**src/rtl/image_writer_if.sv**
```systemverilog
// image_writer_if -- bundles the pixel stream, clear request and memory
// write port of image_writer.
//   clear       : single-cycle request to blank the image memory
//   pix_valid   : pix_data / pix_sof valid
//   pix_data    : B&W pixel, 1 = lit
//   pix_sof     : current pixel is the first pixel of a frame
//   pix_ready   : writer accepts a pixel this cycle
//   busy        : clear sweep in progress
//   mem_we      : memory write strobe
//   mem_addr    : memory word address
//   mem_din     : memory write data (bit 15 = leftmost pixel)
//   frame_done  : pulse with the write of the last word of a frame
// slave modport is the writer side, master is the source/memory side.
interface image_writer_if #(
    parameter int ADDR_W = 12
) ();
    logic              clear;
    logic              pix_valid;
    logic              pix_data;
    logic              pix_sof;
    logic              pix_ready;
    logic              busy;
    logic              mem_we;
    logic [ADDR_W-1:0] mem_addr;
    logic [15:0]       mem_din;
    logic              frame_done;

    modport slave (
        input  clear, pix_valid, pix_data, pix_sof,
        output pix_ready, busy, mem_we, mem_addr, mem_din, frame_done
    );

    modport master (
        output clear, pix_valid, pix_data, pix_sof,
        input  pix_ready, busy, mem_we, mem_addr, mem_din, frame_done
    );
endinterface

```
**src/rtl/image_writer.sv**
```systemverilog
// image_writer -- packs a 1-bit pixel stream into 16-pixel words and writes
// them linearly into an image memory; can blank the whole memory on request
// and always blanks it after reset.
// Ports:
//   clk  : system clock, rising edge
//   rst  : synchronous active-high reset
//   bus  : image_writer_if.slave (pixel stream in, memory write port out)
//
// state  | meaning
// -------+-----------------------------------------------------------
// CLEAR  | sweeping 16'h0000 into addresses 0..DEPTH-1, one per cycle
// STREAM | accepting pixels, writing each completed word
module image_writer #(
    parameter int WORDS_PER_LINE = 1,
    parameter int LINES          = 256,
    parameter int ADDR_W         = 12
) (
    input  logic         clk,
    input  logic         rst,
    image_writer_if.slave bus
);
    localparam int                DEPTH     = WORDS_PER_LINE * LINES;
    localparam logic [ADDR_W-1:0] LAST_ADDR = ADDR_W'(DEPTH - 1);

    typedef enum logic {
        CLEAR  = 1'b0,
        STREAM = 1'b1
    } state_t;

    state_t            state_q, state_d;
    logic [ADDR_W-1:0] sweep_addr_q;
    logic [ADDR_W-1:0] word_addr_q;
    logic [3:0]        pix_cnt_q;
    // Only the first 15 pixels of a word need storing; the 16th goes
    // straight into mem_din with them.
    logic [14:0]       shreg_q;
    logic              mem_we_q;
    logic [ADDR_W-1:0] mem_addr_q;
    logic [15:0]       mem_din_q;
    logic              frame_done_q;

    logic              pix_ready_c;
    logic              accept;
    logic              sweep_last;
    logic              word_last;

    always_ff @(posedge clk) begin
        if (rst) begin
            state_q <= CLEAR;
        end else begin
            state_q <= state_d;
        end
    end

    always_comb begin
        state_d     = state_q;
        pix_ready_c = 1'b0;
        accept      = 1'b0;
        sweep_last  = (sweep_addr_q == LAST_ADDR);
        word_last   = (word_addr_q == LAST_ADDR);
        case (state_q)
            CLEAR: begin
                if (sweep_last) begin
                    state_d = STREAM;
                end
            end
            STREAM: begin
                // rst gating keeps the stream stalled during a reset that
                // arrives mid-stream, before the state register reacts.
                pix_ready_c = !bus.clear && !rst;
                accept      = bus.pix_valid && pix_ready_c;
                if (bus.clear) begin
                    state_d = CLEAR;
                end
            end
            default: state_d = CLEAR;
        endcase
    end

    always_ff @(posedge clk) begin
        if (rst) begin
            sweep_addr_q <= '0;
            word_addr_q  <= '0;
            pix_cnt_q    <= '0;
            shreg_q      <= '0;
            mem_we_q     <= 1'b0;
            mem_addr_q   <= '0;
            mem_din_q    <= '0;
            frame_done_q <= 1'b0;
        end else begin
            mem_we_q     <= 1'b0;
            frame_done_q <= 1'b0;
            case (state_q)
                CLEAR: begin
                    mem_we_q     <= 1'b1;
                    mem_addr_q   <= sweep_addr_q;
                    mem_din_q    <= 16'h0000;
                    sweep_addr_q <= sweep_last ? '0 : sweep_addr_q + 1'b1;
                    word_addr_q  <= '0;
                    pix_cnt_q    <= '0;
                end
                STREAM: begin
                    sweep_addr_q <= '0;
                    if (bus.clear) begin
                        // Partial word is dropped; a completed word was
                        // already registered last cycle and still goes out.
                        word_addr_q <= '0;
                        pix_cnt_q   <= '0;
                    end else if (accept) begin
                        if (bus.pix_sof) begin
                            shreg_q     <= {14'b0, bus.pix_data};
                            pix_cnt_q   <= 4'd1;
                            word_addr_q <= '0;
                        end else if (pix_cnt_q == 4'd15) begin
                            mem_we_q     <= 1'b1;
                            mem_addr_q   <= word_addr_q;
                            mem_din_q    <= {shreg_q, bus.pix_data};
                            frame_done_q <= word_last;
                            word_addr_q  <= word_last ? '0 : word_addr_q + 1'b1;
                            pix_cnt_q    <= '0;
                        end else begin
                            shreg_q   <= {shreg_q[13:0], bus.pix_data};
                            pix_cnt_q <= pix_cnt_q + 4'd1;
                        end
                    end
                end
                default: ;
            endcase
        end
    end

    assign bus.pix_ready  = pix_ready_c;
    assign bus.busy       = (state_q == CLEAR) || rst;
    assign bus.mem_we     = mem_we_q;
    assign bus.mem_addr   = mem_addr_q;
    assign bus.mem_din    = mem_din_q;
    assign bus.frame_done = frame_done_q;
endmodule

```
**src/flat_wrapper.sv**
```systemverilog
// flat-port wrapper written by rule: the top's interface ports become plain ports
module image_writer_flat 
#(
    parameter int WORDS_PER_LINE = 1,
    parameter int LINES          = 256,
    parameter int ADDR_W         = 12
)
  (clk, rst, bus_clear, bus_pix_valid, bus_pix_data, bus_pix_sof, bus_pix_ready, bus_busy, bus_mem_we, bus_mem_addr, bus_mem_din, bus_frame_done);
  image_writer_if #(.ADDR_W(ADDR_W)) bus_i ();
  input  logic clk;
  input  logic rst;
  input wire logic [$bits(bus_i.clear)-1:0] bus_clear;
  input wire logic [$bits(bus_i.pix_valid)-1:0] bus_pix_valid;
  input wire logic [$bits(bus_i.pix_data)-1:0] bus_pix_data;
  input wire logic [$bits(bus_i.pix_sof)-1:0] bus_pix_sof;
  output wire logic [$bits(bus_i.pix_ready)-1:0] bus_pix_ready;
  output wire logic [$bits(bus_i.busy)-1:0] bus_busy;
  output wire logic [$bits(bus_i.mem_we)-1:0] bus_mem_we;
  output wire logic [$bits(bus_i.mem_addr)-1:0] bus_mem_addr;
  output wire logic [$bits(bus_i.mem_din)-1:0] bus_mem_din;
  output wire logic [$bits(bus_i.frame_done)-1:0] bus_frame_done;
  assign bus_i.clear = bus_clear;
  assign bus_i.pix_valid = bus_pix_valid;
  assign bus_i.pix_data = bus_pix_data;
  assign bus_i.pix_sof = bus_pix_sof;
  assign bus_pix_ready = bus_i.pix_ready;
  assign bus_busy = bus_i.busy;
  assign bus_mem_we = bus_i.mem_we;
  assign bus_mem_addr = bus_i.mem_addr;
  assign bus_mem_din = bus_i.mem_din;
  assign bus_frame_done = bus_i.frame_done;
  image_writer #(.WORDS_PER_LINE(WORDS_PER_LINE), .LINES(LINES), .ADDR_W(ADDR_W)) u_core (.clk(clk), .rst(rst), .bus(bus_i));
endmodule
```
**config.mk**
```make
export PLATFORM = sky130hd
export DESIGN_NAME = image_writer_flat
export DESIGN_NICKNAME = d
export VERILOG_FILES = /design/src/rtl/image_writer_if.sv /design/src/rtl/image_writer.sv /design/src/flat_wrapper.sv
export SDC_FILE = /design/constraint.sdc
export NUM_CORES = 1
export LEC_CHECK = 0
export BUFFER_PORTS_ARGS = -buffer_cell sky130_fd_sc_hd__buf_2
export CAP_MARGIN = 20
export CORE_MARGIN = 5
export CORE_UTILIZATION = 30
export CTS_CLUSTER_SIZE = 8
export DETAILED_ROUTE_END_ITERATION = 10
export SLEW_MARGIN = 5
export SYNTH_ARGS = -nofsm -noshare
export SYNTH_HDL_FRONTEND = slang
export SYNTH_SLANG_ARGS = --single-unit
```
**constraint.sdc**
```tcl
create_clock -name clk -period 2.3 [get_ports clk]
set_input_delay 0 -clock clk [delete_from_list [all_inputs] [get_ports clk]]
set_output_delay 0 -clock clk [all_outputs]
set_load 0.01 [all_outputs]
```
==> results of run 1 <==
final cells by class:
| class | instances | area share (%) |
|---|---|---|
| clock inverters | 5 | 2.25 |
| clock buffers | 10 | 3.58 |
| inverters | 4 | 0.422 |
| well taps | 133 | 4.67 |
| flip-flops and latches | 74 | 41.6 |
| repair buffers | 46 | 7.24 |
| multi-input cells | 225 | 40.2 |
tightest hold or removal path, stage by stage:
cell	delay (ns)
buf_2	0.15
o21ai_0	0.09
a21oi_1	0.07
nor2_1	0.07
per-stage QoR:
stage	power, W	std cells	cell area (um^2)	setup WS [ns]
6_report	0.00243	497	3560	0.390
3_3_place_gp	0.00138	480	3330	0.561
5_1_grt	0.00252	497	3560	0.0835
3_5_place_dp	0.00138	480	3330	0.492
2_1_floorplan	0.00136	318	3040	0.634
4_1_cts	0.00247	497	3560	0.381
state kept, by name, indices dropped and copies added (netlist names):
signal and flops:
u_core.state_q 1, u_core.pix_cnt_q 4, u_core.bus.mem_addr 12, u_core.word_addr_q 12, u_core.bus.mem_we 1, u_core.sweep_addr_q 12, u_core.shreg_q 15, u_core.bus.mem_din 16
u_core.bus.frame_done 1
cells by family (layout without fill, tap and decap cells):
family	after synthesis	count (layout)	share of synthesized area, %
AND/OR/NAND/NOR	130	130	21.7
buffers and inverters	19	65	4.16
multiplexers	16	16	5.27
XOR/XNOR	10	10	2.88
flip-flops	74	74	48.7
adder cells (fa/ha/maj)	3	3	1.23
AO/OA/AOI/OAI	66	66	16.0
repair_timing:
item / in CTS / in global routing
hold endpoints to repair: 9 / 0
hold buffers: 2 / 0
gates resized for setup: 0 / 0
power by group through the flow:
stage	logic, W	clock network [W]	registers [W]
finish	0.0000526	0.00108	0.00130
global route	0.0000594	0.00116	0.00130
CTS	0.0000533	0.00112	0.00130
detailed placement	0.0000505	0	0.00133
global placement	0.0000498	0	0.00133
floorplan	0.0000289	0	0.00133
per-layer routing:
metal	track usage [%]	vias to the layer above
met5	0	-
met4	3.94	0
met3	3.60	11
met2	16.7	57
met1	14.6	1160
li1	-	1212
cells in the final DEF, fill, tap and decap left out, types with 9 or more instances in the layout:
cell type	n
a21oi_1	10
buf_2	37
dfxtp_1	74
o21ai_0	12
nand2_1	32
a22oi_1	13
clkbuf_8	9
mux2i_1	16
nor2b_1	18
nor2_1	35
a22o_1	16
final timing paths:
check                   startpoint                      to  slack, ns  depth (start not counted)
max                            rst  u_core.sweep_addr_q[5]       0.39                          6
min                  bus_pix_valid     u_core.pix_cnt_q[2]       0.07                          4
max reg2reg    u_core.pix_cnt_q[0]  u_core.word_addr_q[11]       0.46                          5
min reg2reg  u_core.bus.mem_din[8]   u_core.bus.mem_din[8]       0.48                          1
==> summary.md, run 1 <==
| Metric | Value |
|---|---|
| Outcome | `completed` |
| Max stage delay on crit path | `around 0.69 ns` |
| Seq/Total Area, Yosys | `48.7%` |
| P_sw | `between 0.0005 and 0.0006 W` |
| DR DRC count | `0` |
| Drt total wl | `between 6 and 7 mm` |
| Share of post-route cells with drive strength above 1 | `between 15 and 20%` |
| Wire per inst | `between 10 and 15 um` |
| Min-Delay Path Class | `input pin to flip-flop` |
| Crit start category | `input pin` |
| Row cnt | `36` |
| Total grt overflow | `0` |
| Clock Tree Buf Depth | `2` |
| WL met2 | `roughly 2.9 mm` |
| PortBufs | `37` |
| Hold Worst Slack | `0.0690 ns` |
| Core box area | `~9800 um^2` |
| Mapped Area | `3040 um^2` |
| VDD IR max | `0.291 mV` |
| Initial antenna violation count | `0` |
| Most common cell in the netlist | `dfxtp_1` |
| Avg Inst Size Synth | `about 9.6 um^2` |
| N_diodes | `0` |
| Max Clk Rate | `524 MHz` |
| Sw frac | `a little over a fifth` |
| DR iter-0 viols | `83` |
| Area taken by flip-flops and latches | `1480 um^2` |
| CTS buffer count | `9` |
| Clock Skew | `about 0.0065 ns` |
| Die area | `between 10000 and 15000 um^2` |
| Clock Power Share | `~45%` |
| Reg clk slew, reported paths | `about 0.07 ns` |
| First-pass GRT wire length | `between 10 and 15 mm` |
| Top cell by count, worst path | `nor2_1` |
| Gpl congestion | `around 0.79` |
| Worst path arrival time | `between 2 and 2.5 ns` |
| Asr flop ratio synth | `0%` |
| Setup Buffers After CTS | `0` |
| CP required | `~2.6 ns` |
| Area Overhead vs Synth | `17.1%` |
| Filler cells | `between 1000 and 1500` |
| Final Core Density | `a little over a third` |
| Setup CP Type | `input pin to flip-flop` |
| Worst path cell trace | `dlygate4sd3_1 > buf_2 > buf_4 > nor2_1 > nand2_1 > nor2_1` |
| Largest net degree at the start of global routing | `23` |
| Pwr Density | `between 600 and 700 nW/um^2` |
| Seq pwr share | `between 50% and 60%` |
| Root buffer cell | `clkbuf_8` |
| Met3 wire len | `between 300 and 400 um` |
| CP delay by family, top | `simple AND/OR/NAND/NOR gates` |
| Leakage power | `1.51 nW` |
| Count of cell types in the netlist | `47` |
| CP max FO | `16` |
| Post-synthesis cell count | `around 320` |
| NumNets Final | `around 370` |
| Multi-input logic area | `between 1000 and 1500 um^2` |
| FF+latch count, synth | `74` |
| DR vias | `around 2400` |
| DR vias/cell | `around 5` |
| Drt pass-1 iters | `4` |
| Die span in x | `between 100 and 150 um` |
| Wl on met1 | `approximately 3.3 mm` |
| Area leader, netlist | `dfxtp_1` |
| Dpl hpwl | `~4.7 mm` |
| Syn_nets | `roughly 330` |
| Max cap viols | `0` |
| Top sig layer | `met4` |
| Number of global-route vias before repair | `around 2300` |
| Antenna Violating Nets Remaining | `0` |
| Largest cells by area after synthesis | `dfxtp_1 49%, mux2i_1 5.3%, a22o_1 4.6%` |
| Io pins | `38` |
| Total GRT Usage | `11.0%` |
| Relative slew slack | `roughly two fifths` |
| EDFF count, synth | `0` |
| Prevailing post-synth register cell | `dfxtp_1` |
| Crit path time final | `approximately 1.9 ns` |
| Nature of the critical path endpoint | `flip-flop` |
| Comb pwr share | `under 10%` |
| Yosys top cell area share | `48.7%` |
| Worst-skew pair later-pin latency | `0.35 ns` |
| Clock Sinks | `between 70 and 80` |
| Slew Viols, Final | `0` |
| YS warnings | `0` |
| Post-synth top cells | `74 x dfxtp_1, 35 x nor2_1, 32 x nand2_1` |
| TNS Setup | `0 ns` |
| Internal power | `roughly 0.0019 W` |
| Setup violators final | `0` |
| Worst slew pin tran | `0.897 ns` |
| Worst Path Buf+Inv | `3` |
| Fin crit share | `between 80% and 90%` |
| DIE HEIGHT | `111 um` |
| CP max-delay cell | `nor2_1` |
| Count of final hold-check violations | `0` |
| H-tree levels | `3` |
| CTS tree | `done` |
| Starting Density | `between 30 and 40%` |
| RSZ-0062 raised after global routing | `no` |
No activity file was read; power rests on OpenSTA's default activity.
==> run 2, diff against run 1 <==
--- a/config.mk
+++ b/config.mk
@@ -5,6 +5,7 @@
 export SDC_FILE = /design/constraint.sdc
 export NUM_CORES = 1
 export LEC_CHECK = 0
+export ABC_AREA = 1
 export BUFFER_PORTS_ARGS = -buffer_cell sky130_fd_sc_hd__buf_2
 export CAP_MARGIN = 20
 export CORE_MARGIN = 5
==> constraint.sdc (replaced) <==
create_clock -name clk -period 1.7 [get_ports clk]
set_input_delay 0 -clock clk [delete_from_list [all_inputs] [get_ports clk]]
set_output_delay 0 -clock clk [all_outputs]
set_load 0.01 [all_outputs]
==> summary.md, run 2 <==
| Metric | Value |
|---|---|
| Outcome | `completed` |
| Number of global-route vias before repair | `2656 (+16%)` |
| Fin crit share | `approximately 90%` |
| Commonest non-fill, non-tap cell in the layout | `nand2_1` |
| Reg2Reg Setup Slack | `0.17 ns (-0.29 ns)` |
| DR DRC count | `0 (unchanged)` |
| Core box area | `10300 um^2 (+4.7%)` |
| Count of cell types in the netlist | `28 (-40%)` |
| DR vias | `2768 (+13%)` |
| Largest cells by area after synthesis | `dfxtp_1 47%, nand2_1 14%, a21oi_1 6.7%` |
| WL met2 | `3.24 mm (+10%)` |
| Worst Slack Setup Final | `0.171 ns (-0.219 ns)` |
| Worst Setup SP | `u_core.sweep_addr_q[0]` |
| Syn_nets | `425 (+30%)` |
| N_diodes | `0 (unchanged)` |
| Xor/xnor cell area share of the yosys netlist | `3.60% (+0.72 points)` |
| Multiplexer share of the synthesized area | `0% (-5.3 points)` |
| NumNets Final | `477 (+29%)` |
| CP max FO | `9 (-7)` |
| Max Clk Rate | `roughly 650 MHz` |
| RSZ-0062 raised after global routing | `no` |
| Asr flop ratio synth | `0% (unchanged)` |
| Largest family of logic cells by synthesized area | `simple AND/OR/NAND/NOR gates` |
| First-pass GRT wire length | `12.0 mm (+6.3%)` |
| DR vias/cell | `4.55 (-7.4%)` |
| Drt pass-1 iters | `5 (+1)` |
| Worst R2R End | `u_core.sweep_addr_q[7]` |
| Worst-skew pair later-pin latency | `0.35 ns (about the same)` |
| Seq/Total Area, Yosys | `46.9% (-1.8 points)` |
| H-tree levels | `3 (unchanged)` |
| Most frequent cells in the layout | `115 x nand2_1, 72 x dfxtp_1, 42 x nor2_1, 42 x a21oi_1, 37 x buf_2` |
| Crit start category | `flip-flop` |
| Count of final hold-check violations | `0 (unchanged)` |
| Total grt overflow | `0 (unchanged)` |
| Worst path arrival time | `1.77 ns (-0.42 ns)` |
| PortBufs | `37 (unchanged)` |
| Gpl congestion | `0.840 (+6.9%)` |
| Post-synthesis cell count | `416 (+31%)` |
| YS warnings | `0 (unchanged)` |
| Starting Density | `30.7% (-0.22 points)` |
| CTS buffer count | `9 (unchanged)` |
| Die area | `12700 um^2 (+3.6%)` |
| Setup CP Type | `flip-flop to flip-flop` |
| VDD IR max | `0.466 mV (+60%)` |
| Clock Skew | `0.0114 ns (+0.00489 ns)` |
| Die span in x | `113 um (+1.8%)` |
| EDFF count, synth | `0 (unchanged)` |
| Crit path time final | `~1.5 ns` |
| Reg clk slew, reported paths | `0.09 ns (+0.02 ns)` |
| Pwr Density | `893 nW/um^2 (+31%)` |
| Worst Setup EP | `u_core.sweep_addr_q[7]` |
| Row cnt | `37 (+2.8%)` |
| Top sig layer | `met4` |
| Clock Sinks | `74 (unchanged)` |
| FF+latch count, synth | `74 (unchanged)` |
| Final Core Density | `37.2% (+0.98 points)` |
| Max cap viols | `0 (unchanged)` |
| Initial antenna violation count | `0 (unchanged)` |
| Most common cell in the netlist | `nand2_1` |
| Clock Tree Buf Depth | `2 (unchanged)` |
| CTS tree | `done` |
| Largest net degree at the start of global routing | `46 (+100%)` |
| Antenna Violating Nets Remaining | `0 (unchanged)` |
| Area leader, netlist | `dfxtp_1` |
| Root buffer cell | `clkbuf_8` |
| Synth Area in Simple Gates | `30.0% (+8.3 points)` |
| Share of post-route cells with drive strength above 1 | `19.9% (+2.3 points)` |
| Post-Place Worst Slack | `0.0524 ns (-0.440 ns)` |
| Yosys top cell area share | `46.9% (-1.8 points)` |
| Met3 wire len | `392 um (-0.51%)` |
| Post-synth top cells | `115 x nand2_1, 74 x dfxtp_1, 44 x nor2_1` |
| Filler cells | `1082 (+2.9%)` |
| Slew Viols, Final | `0 (unchanged)` |
| CP required | `1.94 ns (-0.64 ns)` |
| Synth Area in Adders | `1.19% (-0.046 points)` |
| Mapped Area | `3160 um^2 (+3.9%)` |
| Wl on met1 | `3.32 mm (+0.45%)` |
| Worst reg2reg startpoint | `u_core.sweep_addr_q[0]` |
| Compound-Gate Fraction of Synth Area | `10.9% (-5.2 points)` |
| Setup violators final | `0 (unchanged)` |
| Min-Delay Path Class | `input pin to flip-flop` |
| Dpl hpwl | `5.02 mm (+7.0%)` |
| Relative slew slack | `68.0% (+28 points)` |
| Prevailing post-synth register cell | `dfxtp_1` |
| Max reg flops | `16 (unchanged)` |
| Nature of the critical path endpoint | `flip-flop` |
| Worst slew pin tran | `0.480 ns (-0.416 ns)` |
| DR iter-0 viols | `183 (+120%)` |
| Area Overhead vs Synth | `21.1%` |
| Leakage power | `1.49 nW (-1.1%)` |
| DIE HEIGHT | `113 um (+1.8%)` |
| TNS Setup | `0 ns (unchanged)` |
| Cells on worst reg2reg path | `9 (+4)` |
| Avg Inst Size Synth | `7.59 um^2 (-21%)` |
| Io pins | `38 (unchanged)` |
| Drt total wl | `7.06 mm (+4.5%)` |
| Wire per inst | `11.6 um (-15%)` |
| Total GRT Usage | `11.4% (+0.34 points)` |
==> run 2: cell types whose count changed after synthesis, sizes merged, moves of 13 or more <==
cell	before	now
nor2	35	48
a22oi	13	0
a21oi	10	43
nand2	32	122
nor2b	18	0
a22o	16	0
nand3	8	34
inv	4	30
mux2i	16	0
==> run 2: layer usage <==
metal / vias to the layer above / GRT usage [%]
li1: 1451 / -
met1: 1240 / 14.3
met3: 10 / 4.10
met2: 67 / 18.2
met5: - / 0
met4: 0 / 3.45
==> run 2: stage by stage <==
step           power (W)  area (um^2)  cells  hold WS [ns]
5_1_grt          0.00356         3830    609        0.0827
3_5_place_dp     0.00188         3490    584         0.280
3_3_place_gp     0.00188         3490    584         0.281
4_1_cts          0.00347         3760    603        0.0528
2_1_floorplan    0.00185         3160    416        0.0475
6_report         0.00342         3830    609        0.0780
==> run 2: worst max-delay path: stages, from the launching register on <==
cell and delay (ns):
dfxtp_2 0.36, ha_2 0.20, nand2_1 0.05, nor2_1 0.11, nand2_1 0.11, nor2_4 0.12
nand4_1 0.13, nand3_1 0.12, buf_4 0.17, nor2_1 0.05
==> run 2: logic make-up (layout without fill, tap and decap cells) <==
family | Yosys count | after routing
XOR/XNOR | 13 | 13
adder cells (fa/ha/maj) | 3 | 3
AO/OA/AOI/OAI | 64 | 64
AND/OR/NAND/NOR | 215 | 215
buffers and inverters | 47 | 104
flip-flops | 74 | 74
==> run 2: cell type report <==
class                           count  area (um^2)  share of cell area [%]
Multi-Input combinational cell    295         1460                    38.1
Timing Repair Buffer               57          359                    9.38
Tap cell                          136          170                    4.45
Inverter                           31          123                    3.20
Sequential cell                    74         1480                    38.8
Clock inverter                      6         95.1                    2.48
Clock buffer                       10          138                    3.60
==> run 2: repair_timing <==
action,4_1_cts,5_1_grt
gates resized for setup,0,10
buffers inserted,0,6
endpoints found under the setup margin,0,29
hold endpoints to repair,4,0
hold buffers,3,0
==> run 2: worst min path at each step <==
stage	cells past startpoint	start	slack (ns)	endpoint
3_3_place_gp	3	bus_pix_data	0.28	u_core.bus.mem_din[0]
4_1_cts	4	rst	0.05	u_core.pix_cnt_q[3]
3_5_place_dp	3	bus_pix_data	0.28	u_core.bus.mem_din[0]
2_1_floorplan	1	bus_clear	0.05	bus_pix_ready
6_report	4	rst	0.08	u_core.pix_cnt_q[3]
5_1_grt	4	rst	0.08	u_core.pix_cnt_q[3]
==> run 2: report_power, final <==
part           switching [W]  internal (W)  total [W]
clock               0.000690      0.000885    0.00157
sequential        0.00000845       0.00174    0.00175
combinational      0.0000595     0.0000322  0.0000916
total               0.000758       0.00266    0.00342
==> run 3, diff against run 2 <==
--- a/config.mk
+++ b/config.mk
@@ -5,13 +5,13 @@
 export SDC_FILE = /design/constraint.sdc
 export NUM_CORES = 1
 export LEC_CHECK = 0
-export ABC_AREA = 1
 export BUFFER_PORTS_ARGS = -buffer_cell sky130_fd_sc_hd__buf_2
 export CAP_MARGIN = 20
 export CORE_MARGIN = 5
 export CORE_UTILIZATION = 30
 export CTS_CLUSTER_SIZE = 8
 export DETAILED_ROUTE_END_ITERATION = 10
+export SETUP_SLACK_MARGIN = 0.15
 export SLEW_MARGIN = 5
 export SYNTH_ARGS = -nofsm -noshare
 export SYNTH_HDL_FRONTEND = slang
==> summary.md, run 3 (same netlist as run 1, synthesis figures left out) <==
| Metric | Value |
|---|---|
| Outcome | `completed` |
| Final Core Density | `40.1% (+2.9 points)` |
| Count of final hold-check violations | `0 (unchanged)` |
| Leakage power | `1.66 nW (+11%)` |
| CTS tree | `done` |
| Cells on worst reg2reg path | `4 (-5)` |
| Worst hold path depth | `3 (-1)` |
| Endpoint of the worst hold path | `u_core.pix_cnt_q[0]` |
| Reg2Reg Setup Slack | `0.11 ns (-0.06 ns)` |
| Total grt overflow | `0 (unchanged)` |
| NumNets Final | `394 (-17%)` |
| VDD IR max | `0.454 mV (-2.6%)` |
| Commonest non-fill, non-tap cell in the layout | `dfxtp_1` |
| Total Power | `0.00338 W (-1.2%)` |
| Setup violators final | `0 (unchanged)` |
| Share of post-route cells with drive strength above 1 | `31.5% (+12 points)` |
| Max stage delay on crit path | `0.60 ns (+0.24 ns)` |
| CTS buffer count | `9 (unchanged)` |
| Max reg flops | `16 (unchanged)` |
| Post-route cell area | `3940 um^2 (+2.9%)` |
| Setup CP Type | `flip-flop to flip-flop` |
| Nature of the critical path endpoint | `flip-flop` |
| Worst reg2reg startpoint | `u_core.word_addr_q[5]` |
| TNS Setup | `0 ns (unchanged)` |
| Worst path cell trace | `and4_4 > nand4_1 > or4_4 > a21oi_2` |
| Largest net degree at the start of global routing | `18 (-61%)` |
| Pwr Density | `857 nW/um^2 (-4.0%)` |
| PortBufs | `37 (unchanged)` |
| DR iter-0 viols | `102 (-44%)` |
| Hold Worst Slack | `0.0609 ns (-0.0170 ns)` |
| Relative slew slack | `77.6% (+9.6 points)` |
| DIE HEIGHT | `111 um (-1.7%)` |
| Most frequent cells in the layout | `63 x dfxtp_1, 37 x buf_2, 34 x nor2_1` |
| Starting Density | `31.0% (+0.22 points)` |
| First-pass GRT wire length | `12.3 mm (+2.7%)` |
| Drt pass-1 iters | `4 (-1)` |
| DR DRC count | `0 (unchanged)` |
| Worst-skew pair later-pin latency | `0.34 ns (about the same)` |
| Total GRT Usage | `12.1% (+0.73 points)` |
| Max Clk Rate | `628 MHz (-4.0%)` |
| Slew Viols, Final | `0 (unchanged)` |
| Initial antenna violation count | `0 (unchanged)` |
| Dpl hpwl | `4.94 mm (-1.7%)` |
| Clock Sinks | `74 (unchanged)` |
| Worst slew pin tran | `0.336 ns (-0.144 ns)` |
| Clock Skew | `0.00658 ns (-0.00483 ns)` |
| Drt total wl | `7.27 mm (+3.0%)` |
| Die span in x | `111 um (-1.7%)` |
| DR vias | `2507 (-9.4%)` |
| RSZ-0062 raised after global routing | `yes` |
| Root buffer cell | `clkbuf_8` |
| Worst R2R End | `u_core.word_addr_q[10]` |
| Reg clk slew, reported paths | `0.08 ns (about the same)` |
| H-tree levels | `3 (unchanged)` |
| Worst path arrival time | `1.87 ns (+0.10 ns)` |
| Io pins | `38 (unchanged)` |
| Crit start category | `flip-flop` |
| Max cap viols | `0 (unchanged)` |
| CP max FO | `4 (-5)` |
| Clock Tree Buf Depth | `2 (unchanged)` |
| Wire per inst | `13.9 um (+20%)` |
| Fin crit share | `93.7% (+3.8 points)` |
| Area Overhead vs Synth | `29.5%` |
| Antenna Violating Nets Remaining | `0 (unchanged)` |
| Min-Delay Path Class | `input pin to flip-flop` |
| Die area | `12200 um^2 (-3.4%)` |
| Gpl congestion | `0.813 (-3.2%)` |
| CP required | `1.98 ns (+0.04 ns)` |
| Row cnt | `36 (-2.7%)` |
| Core box area | `9820 um^2 (-4.5%)` |
| Number of global-route vias before repair | `2481 (-6.6%)` |
| N_diodes | `0 (unchanged)` |
| Hold path start | `rst` |
| Crit path time final | `1.59 ns (+0.0639 ns)` |
| CP max-delay cell | `or4_4` |
| Dpl cell area | `3500 um^2 (+0.14%)` |
| DR vias/cell | `4.79 (+5.5%)` |
[run 3: per-layer routing]
metal / GRT usage (%) / vias up / wire length [um]
li1: - / 1265 / -
met1: 16.1 / 1179 / 3490
met2: 18.1 / 55 / 3320
met3: 4.48 / 8 / 394
met4: 3.94 / 0 / 65
met5: 0 / - / 0
[run 3: worst max-delay path by stage]
| stage | to | slack (ns) | cells past startpoint | start |
|---|---|---|---|---|
| finish | u_core.word_addr_q[10] | 0.11 | 4 | u_core.word_addr_q[5] |
| global route | u_core.word_addr_q[10] | 0.04 | 4 | u_core.word_addr_q[5] |
| CTS | u_core.word_addr_q[10] | 0.14 | 4 | u_core.word_addr_q[5] |
| detailed placement | u_core.shreg_q[11] | -0.06 | 5 | u_core.pix_cnt_q[1] |
| global placement | u_core.shreg_q[5] | -0.005 | 5 | u_core.pix_cnt_q[1] |
| floorplan | u_core.shreg_q[10] | 0.16 | 7 | u_core.state_q |
[run 3: cell type report]
cell class | count | area [um^2]
fill | 1035 | 5880
multi-input combinational | 225 | 1560
sequential | 74 | 1500
timing repair buffer | 71 | 465
tap | 133 | 166
clock buffer | 10 | 138
clock inverter | 6 | 90.1
inverter | 4 | 17.5
[run 3: power by group]
| part | internal (W) | switching, W | leakage (nW) |
|---|---|---|---|
| clock network | 0.000869 | 0.000664 | 0.112 |
| logic | 0.0000385 | 0.0000611 | 0.947 |
| registers | 0.00174 | 0.00000609 | 0.603 |
[run 3: metrics by stage]
step                setup WS [ns]  std cells
floorplan                   0.156        318
global placement         -0.00477        497
detailed placement        -0.0580        497
CTS                         0.143        520
global route               0.0381        523
finish                      0.107        523
[run 3: worst max-delay path: cells and delay by family (launching register included)]
| kind | cells | cell delay (ns) |
|---|---|---|
| AOI/OAI and AO/OA | 1 | 0.12 |
| and+or+nand+nor | 3 | 1.05 |
| DFF | 1 | 0.36 |
[run 3: what timing repair did]
| item | CTS | global route |
|---|---|---|
| pin swaps | 3 | 10 |
| buffers inserted | 5 | 3 |
| gates resized for setup | 19 | 17 |
| endpoints found under the hold margin | 5 | 0 |
| hold buffers | 2 | 0 |
| setup endpoints to repair | 64 | 62 |
